$ cat src/rtl/muldiv_unit.sv
// Iterative multiply/divide unit with HI/LO registers: shift-add multiply and
// restoring divide over WIDTH iterations, plus MTHI/MTLO moves while idle.
module muldiv_unit #(
    parameter int WIDTH = 32,
    parameter int CNT_W = 6
) (
    input  logic             clock,
    input  logic             reset,
    input  logic             start,
    input  logic [1:0]       op,
    input  logic [WIDTH-1:0] data1,
    input  logic [WIDTH-1:0] data2,
    input  logic             moveHi,
    input  logic             moveLo,
    output logic             busy,
    output logic             done,
    output logic             divZero,
    output logic [WIDTH-1:0] hi,
    output logic [WIDTH-1:0] lo
);

    typedef enum logic [1:0] {IDLE, CALC, FINISH} state_t;

    localparam logic [CNT_W-1:0] LAST_ITER = CNT_W'(WIDTH - 1);

    state_t             state_reg, state_next;
    logic [CNT_W-1:0]   cnt_reg;
    logic [1:0]         op_reg;
    logic               neg_a_reg, neg_b_reg, dz_reg;
    logic [WIDTH-1:0]   opnd_reg;
    logic [2*WIDTH-1:0] acc_reg;
    logic [WIDTH-1:0]   hi_reg, lo_reg;
    logic               busy_reg, done_reg, dz_out_reg;

    // Operand sign/magnitude; op[0]=1 selects the unsigned variants.
    logic             sign1, sign2;
    logic [WIDTH-1:0] mag1, mag2;
    assign sign1 = ~op[0] & data1[WIDTH-1];
    assign sign2 = ~op[0] & data2[WIDTH-1];
    assign mag1  = sign1 ? -data1 : data1;
    assign mag2  = sign2 ? -data2 : data2;

    // Multiply step: acc = {partial product, remaining multiplier bits}.
    logic [WIDTH:0]     mul_sum;
    logic [2*WIDTH-1:0] mul_next;
    assign mul_sum  = {1'b0, acc_reg[2*WIDTH-1:WIDTH]} + {1'b0, opnd_reg};
    assign mul_next = acc_reg[0] ? {mul_sum, acc_reg[WIDTH-1:1]}
                                 : {1'b0, acc_reg[2*WIDTH-1:1]};

    // Divide step: acc = {remainder, dividend bits shifting into quotient}.
    logic [WIDTH:0]     div_shift, div_trial;
    logic [2*WIDTH-1:0] div_next;
    assign div_shift = {acc_reg[2*WIDTH-1:WIDTH], acc_reg[WIDTH-1]};
    assign div_trial = div_shift - {1'b0, opnd_reg};
    assign div_next  = div_trial[WIDTH]
                     ? {div_shift[WIDTH-1:0], acc_reg[WIDTH-2:0], 1'b0}
                     : {div_trial[WIDTH-1:0], acc_reg[WIDTH-2:0], 1'b1};

    // Sign fix-up; a zero-divisor remainder equals |dividend|, so restoring
    // its sign yields the original dividend bit pattern.
    logic [2*WIDTH-1:0] prod_fix;
    logic [WIDTH-1:0]   quo_fix, rem_fix;
    assign prod_fix = (neg_a_reg ^ neg_b_reg) ? -acc_reg : acc_reg;
    assign quo_fix  = (neg_a_reg ^ neg_b_reg) ? -acc_reg[WIDTH-1:0] : acc_reg[WIDTH-1:0];
    assign rem_fix  = neg_a_reg ? -acc_reg[2*WIDTH-1:WIDTH] : acc_reg[2*WIDTH-1:WIDTH];

    always_ff @(posedge clock or negedge reset) begin
        if (!reset) state_reg <= IDLE;
        else        state_reg <= state_next;
    end

    always_comb begin
        state_next = state_reg;
        case (state_reg)
            IDLE:    if (start) state_next = CALC;
            CALC:    if (cnt_reg == LAST_ITER) state_next = FINISH;
            FINISH:  state_next = IDLE;
            default: state_next = IDLE;
        endcase
    end

    always_ff @(posedge clock or negedge reset) begin
        if (!reset) begin
            cnt_reg    <= '0;
            op_reg     <= '0;
            neg_a_reg  <= 1'b0;
            neg_b_reg  <= 1'b0;
            dz_reg     <= 1'b0;
            opnd_reg   <= '0;
            acc_reg    <= '0;
            hi_reg     <= '0;
            lo_reg     <= '0;
            busy_reg   <= 1'b0;
            done_reg   <= 1'b0;
            dz_out_reg <= 1'b0;
        end else begin
            done_reg   <= 1'b0;
            dz_out_reg <= 1'b0;
            case (state_reg)
                IDLE: begin
                    if (moveHi) hi_reg <= data1;
                    if (moveLo) lo_reg <= data1;
                    if (start) begin
                        op_reg    <= op;
                        neg_a_reg <= sign1;
                        neg_b_reg <= sign2;
                        dz_reg    <= op[1] & (data2 == '0);
                        opnd_reg  <= op[1] ? mag2 : mag1;
                        acc_reg   <= op[1] ? {{WIDTH{1'b0}}, mag1} : {{WIDTH{1'b0}}, mag2};
                        cnt_reg   <= '0;
                        busy_reg  <= 1'b1;
                    end
                end
                CALC: begin
                    acc_reg <= op_reg[1] ? div_next : mul_next;
                    cnt_reg <= cnt_reg + CNT_W'(1);
                end
                FINISH: begin
                    if (op_reg[1]) begin
                        hi_reg <= rem_fix;
                        lo_reg <= dz_reg ? {WIDTH{1'b1}} : quo_fix;
                    end else begin
                        hi_reg <= prod_fix[2*WIDTH-1:WIDTH];
                        lo_reg <= prod_fix[WIDTH-1:0];
                    end
                    done_reg   <= 1'b1;
                    dz_out_reg <= dz_reg;
                    busy_reg   <= 1'b0;
                end
                default: ;
            endcase
        end
    end

    assign busy    = busy_reg;
    assign done    = done_reg;
    assign divZero = dz_out_reg;
    assign hi      = hi_reg;
    assign lo      = lo_reg;

endmodule

$ cat config.mk
export PLATFORM = sky130hd
export DESIGN_NAME = muldiv_unit
export DESIGN_NICKNAME = d
export VERILOG_FILES = /design/src/rtl/muldiv_unit.sv
export SDC_FILE = /design/constraint.sdc
export NUM_CORES = 1
export LEC_CHECK = 0
export ABC_CLOCK_PERIOD_IN_PS = 3300
export BUFFER_PORTS_ARGS = -buffer_cell sky130_fd_sc_hd__buf_2
export CAP_MARGIN = 40
export CORE_MARGIN = 3
export CORE_UTILIZATION = 33
export CTS_BUF_LIST = sky130_fd_sc_hd__clkbuf_8 sky130_fd_sc_hd__clkbuf_16
export CTS_CLUSTER_DIAMETER = 200
export DETAILED_ROUTE_END_ITERATION = 8
export HOLD_SLACK_MARGIN = 0.1
export SLEW_MARGIN = 10
export SYNTH_ARGS = -nofsm -noshare
export SYNTH_HDL_FRONTEND = slang
export SYNTH_SLANG_ARGS = --single-unit
$ cat constraint.sdc
create_clock -name clock -period 3.3 [get_ports clock]
set_input_delay 0.495 -clock clock [delete_from_list [all_inputs] [get_ports clock]]
set_output_delay 0.495 -clock clock [all_outputs]
set_load 0.01 [all_outputs]
Yosys cells after proc, flatten, opt, wreduce, memory -nomap -nowiden
Index checks and enable logic that the tools add are counted.
{"block": "word_totals", "reg_bits": 176, "input_bits": 71, "output_inout_bits": 67}
{"block": "classes", "add_sub_neg": 8, "n_eq_ne": 7, "n_mux": 28, "bitwise": 5, "n_reduce_logical": 10}
{"cell": "$mux 32", "count": 11}
{"cell": "$mux 64", "count": 5}
{"cell": "$neg 32->32", "count": 4}
{"cell": "$pmux 32 s2", "count": 2}
{"cell": "$pmux 64 s2", "count": 1}
{"cell": "$neg 64->64", "count": 1}
{"cell": "$add 32x32->33", "count": 1}
{"cell": "$sub 33x32->33", "count": 1}
{"cell": "$logic_not 32->1", "count": 1}
{"cell": "$pmux 6 s2", "count": 1}
{"cell": "$reduce_and 2->1", "count": 6}
{"cell": "$ne 2x2->1 const B", "count": 4}
{"cell": "$add 6x1->6 const B", "count": 1}
{"cell": "$eq 6x5->1 const B", "count": 1}
{"cell": "$mux 6", "count": 1}
{"cell": "$mux 2", "count": 2}
{"cell": "$pmux 2 s2", "count": 1}
{"cell": "$reduce_bool 2->1", "count": 2}
{"cell": "$and 1x1->1", "count": 3}
{"cell": "$mux 1", "count": 3}
{"cell": "$eq 2x1->1 const B", "count": 1}
{"cell": "$eq 2x2->1 const B", "count": 1}
{"cell": "$logic_not 2->1", "count": 1}
{"cell": "$pmux 1 s2", "count": 1}
{"cell": "other kinds (2)", "count": 2}

Longest topological paths before layout
{"block": "depth", "word_depth": 6, "ltp_mapped": 15, "depth_no_buf": 12}

Worst setup path before layout
OpenSTA, ideal clock, no wires.
{"block": "synth_timing", "path_kind": "reg-to-reg", "from": "register acc_reg[31]", "to": "register acc_reg[55]", "setup_time_ns": 0.095, "arrival_ns": 3.028, "required_ns": 3.205, "setup_slack_ns": 0.176, "stages_incl_launch_ff": 15, "path_buffers": 2, "path_cell_list": "dfrtp_1 -> inv_1 -> ha_1 -> fa_1 -> nor2b_1 -> o31a_1 -> o221ai_1 -> nand2_1 -> a31oi_1 -> and3b_1 -> clkbuf_1 -> or2_2 -> clkbuf_1 -> o311a_1 -> o31ai_1"}
{"block": "synth_between", "elab_chain_len": 4}
{"item": "start: declaration", "line_no": "31", "source": "logic [2*WIDTH-1:0] acc_reg;"}
{"item": "start signal: assignment", "line_no": "109", "source": "acc_reg <= op[1] ? {{WIDTH{1'b0}}, mag1} : {{WIDTH{1'b0}}, mag2};"}
{"item": "start signal: assignment", "line_no": "115", "source": "acc_reg <= op_reg[1] ? div_next : mul_next;"}
{"item": "$sub 33x32->33", "line_no": "54", "source": "assign div_trial = div_shift - {1'b0, opnd_reg};"}
{"item": "$mux 64", "line_no": "56", "source": "? {div_shift[WIDTH-1:0], acc_reg[WIDTH-2:0], 1'b0}"}
{"item": "$mux 64", "line_no": "115"}
{"item": "$pmux 64 s2", "line_no": "99", "source": "case (state_reg)"}
No other way between the ends.
A chain may end at the register's enable or synchronous reset.

Worst setup path after layout
{"block": "layout_timing", "from": "register opnd_reg[12]", "to": "register acc_reg[62]"}
{"block": "layout_between", "elab_chain_len": 4}
{"item": "start: declaration", "line_no": "30", "source": "logic [WIDTH-1:0] opnd_reg;"}
{"item": "start signal: assignment", "line_no": "108", "source": "opnd_reg <= op[1] ? mag2 : mag1;"}
{"item": "$sub 33x32->33 / $add 32x32->33 (equally long branches)", "line_no": "54, 46"}
{"item": "$mux 64, on equally long branches", "line_no": "56, 47"}
{"item": "$mux 64 (*)", "line_no": "115"}
{"item": "$pmux 64 s2 (*)", "line_no": "99"}
Every way passes the cells marked *; elsewhere a longest branch is shown, timed or not.

==> insert_results.sql <==
INSERT INTO impl_metrics (metric_group, metric, value, unit) VALUES
('pwr', 'internal_pwr_total', '10.0', 'mW'),
('global_routing', 'gr-total-overflow', '0', ''),
('route', 'drtIter0Drc', '2004', ''),
('pwr', 'netSwitchingFraction', '0.487', ''),
('global_routing', 'pin_count_of_the_biggest_net_entering_global_routing', '100', ''),
('timing', 'fin_worst_skew', '0.0123', 'ns'),
('timing', 'max_freq', '0.313', 'GHz'),
('layout', 'areaGrowthSynthToFinish', '20.1', '%'),
('logic_synthesis', 'post_synth_arst_share', '1.00', ''),
('flow_run', 'drv_cap', '0', ''),
('setup_path', 'cp_data_required_time', '3.66', 'ns'),
('timing', 'hold_viol', '0', ''),
('setup_path', 'critical_path_at', '3.55', 'ns'),
('pwr', 'cellPowerDensity', '1060', 'nW/um^2'),
('global_routing', 'gr-usage-all-layers', '0.247', ''),
('timing', 'final_setup_tns', '0', 'ns'),
('layout', 'layout.cells.most_common_list', '201 x o21ai_0, 187 x nand2_1, 172 x a21oi_1, 171 x dfrtp_1, 160 x buf_4', ''),
('route', 'avgViaCountPerCell', '5.92', ''),
('route', 'wirelength', '62900', 'um'),
('clock_network', 'clockRootBuffer', 'clkbuf_16', ''),
('logic_synthesis', 'synth_seq_area_share', '0.285', ''),
('setup_path', 'path_max_fanout', '8', ''),
('placement', 'dp_slack', '-0.243', 'ns'),
('route', 'firstDrtPassIters', '6', ''),
('clock_network', 'clock_tree.buffer_depth', '2', ''),
('min_path', 'min_path_type', 'in2reg', ''),
('clock_network', 'clock_sinks', '175', ''),
('logic_synthesis', 'synth_enable_flop_cells', '0', ''),
('clock_network', 'cts_max_level', '4', ''),
('route', 'via_count', '16386', ''),
('floorplanning', 'std_cell_rows', '78', ''),
('floorplanning', 'floorplan.die_area', '49200', 'sq um'),
('min_path', 'timing.hold.worst_path_depth', '3', ''),
('timing', 'fin_crit', '3.19', 'ns'),
('floorplanning', 'die-height', '222', 'um'),
('placement', 'placed_cells', '2728', ''),
('pwr', 'total_power', '19.6', 'mW'),
('route', 'drtAntennaViolNets', '0', ''),
('logic_synthesis', 'yosys_register_bits', '175', ''),
('clock_network', 'clk_pin_slew', '0.08', 'ns'),
('timing', 'setup_repair_after_global_routing_missed_its_margin', 'yes', ''),
('floorplanning', 'die_width', '222', 'um'),
('floorplanning', 'core', '45700', 'sq um'),
('pwr', 'vdd.ir_drop.worst', '0.000495', 'V'),
('layout', 'num-fill-cells', '4657', ''),
('route', 'average_detailed_routed_wire_length_per_instance', '22.7', 'um'),
('clock_network', 'tritoncts', 'yes', ''),
('global_routing', 'antenna_found_initial', '5', ''),
('layout', 'finalNonFillerCells', '2768', ''),
('logic_synthesis', 'total_number_of_yosys_warnings', '0', ''),
('placement', 'globalplace.congestion', '0.945', ''),
('floorplanning', 'ioPinCount', '138', ''),
('setup_path', 'r2r_start', 'opnd_reg[12]', ''),
('timing', 'timing.final.max_slew_violations', '0', ''),
('setup_path', 'setup.reg_to_reg.worst_slack', '0.11', 'ns'),
('pwr', 'total_switching_power', '9.54', 'mW'),
('logic_synthesis', 'synth_fp_nets', '2107', ''),
('logic_synthesis', 'synthFlopType', 'dfrtp_1', ''),
('logic_synthesis', 'synth.distinct_cells', '83', ''),
('setup_path', 'regToRegEndpoint', 'acc_reg[62]', ''),
('outcome', 'status', 'complete, no violations', ''),
('pwr', 'leakagePower', '7.83', 'nW'),
('timing', 'layout_worst_path_cycle_share', '0.968', ''),
('setup_path', 'worst_reg_to_reg_path_cell_count', '11', ''),
('layout', 'largest_register_ffs', '64', ''),
('pwr', 'clockPowerShare', '0.119', ''),
('timing', 'timing_worst_slew_pin_value', '0.863', 'ns'),
('timing', 'final.setup.worst_slack', '0.107', 'ns'),
('clock_network', 'worstSkewPairLatency', '0.46', 'ns'),
('global_routing', 'first_global_vias', '15320', ''),
('layout', 'layout.cells.most_common', 'o21ai_0', '');
-- timing repair --
action | in CTS | in global routing
hold buffers | 1 | 0
endpoints found under the setup margin | 7 | 22
hold endpoints to repair | 62 | 0
buffers inserted | 1 | 2
pin swaps | 1 | 3
gates resized for setup | 9 | 36
-- layout make-up --
type / instances / area [sq um] / area share
Clock buffer: 18 / 439 / 0.0238
Antenna cell: 4 / 10.0 / 0.000542
Timing Repair Buffer: 304 / 2010 / 0.109
Sequential cell: 175 / 4380 / 0.237
Multi-Input combinational cell: 1595 / 10400 / 0.566
Clock inverter: 14 / 214 / 0.0116
Inverter: 58 / 218 / 0.0118
Tap cell: 600 / 751 / 0.0406
-- synthesized netlist by cell type (all sizes together) (30+ instances only) --
cell type | n | area share
nand3 | 30 | 0.0098
xnor2 | 84 | 0.048
dfrtp | 175 | 0.28
ha | 69 | 0.056
a211oi | 52 | 0.025
or3 | 39 | 0.016
o22ai | 38 | 0.015
nor3 | 43 | 0.014
nor2 | 156 | 0.038
clkbuf | 112 | 0.030
a21oi | 178 | 0.058
nand2 | 188 | 0.046
mux2i | 54 | 0.035
a31oi | 31 | 0.013
o21ai | 206 | 0.067
inv | 56 | 0.014
xor2 | 82 | 0.047
-- kinds of logic (layout without fill, tap and decap cells) --
kind of cell	count (synthesis)	in the layout	share of synthesized area
AO/OA/AOI/OAI	695	695	0.280
multiplexers	62	62	0.0410
adder cells (fa/ha/maj)	71	71	0.0588
other	0	4	0
XOR/XNOR	166	166	0.0946
flip-flops	175	175	0.285
AND/OR/NAND/NOR	601	601	0.189
buffers and inverters	195	394	0.0513
-- metrics by stage --
step | utilization | area [sq um]
2_1_floorplan | - | 15400
3_3_place_gp | 0.384 | 17500
3_5_place_dp | 0.385 | 17600
4_1_cts | 0.400 | 18300
5_1_grt | 0.404 | 18500
6_report | 0.404 | 18500
-- worst max-delay path, cell delays in order, from the launching register on --
cell      delay, ns
dfrtp_1        0.41
buf_4          0.17
ha_2           0.35
a211oi_2       0.22
o21bai_2       0.16
a221o_1        0.40
a31o_2         0.28
a31oi_2        0.19
a211o_1        0.23
o22a_1         0.20
mux2i_1        0.24
nor4bb_1       0.25
-- how the worst max path moves through the flow --
stage	to	cells after the start	start
final	acc_reg[62]	11	opnd_reg[12]
after floorplan	acc_reg[55]	14	acc_reg[31]
after global routing	acc_reg[53]	14	acc_reg[32]
after CTS	hi[22]	10	acc_reg[42]
after detailed placement	acc_reg[62]	10	opnd_reg[4]
after global placement	acc_reg[62]	10	opnd_reg[5]
-- power groups by stage --
| stage | Sequential, mW | Combinational, mW | Clock, mW |
|---|---|---|---|
| CTS | 3.78 | 12.9 | 2.34 |
| detailed placement | 3.82 | 12.8 | 0 |
| global placement | 3.79 | 12.7 | 0 |
| global route | 3.91 | 14.5 | 2.43 |
| floorplan | 3.81 | 8.22 | 0 |
| finish | 3.81 | 13.4 | 2.33 |
-- metal layers --
| metal | wire length (um) | track usage | up-vias |
|---|---|---|---|
| li1 | - | - | 7581 |
| met5 | 13 | 0 | - |
| met1 | 27800 | 0.348 | 7855 |
| met4 | 3170 | 0.117 | 2 |
| met2 | 26000 | 0.356 | 813 |
| met3 | 5850 | 0.0555 | 135 |
Note: power is estimated with default switching activity, not from simulation.
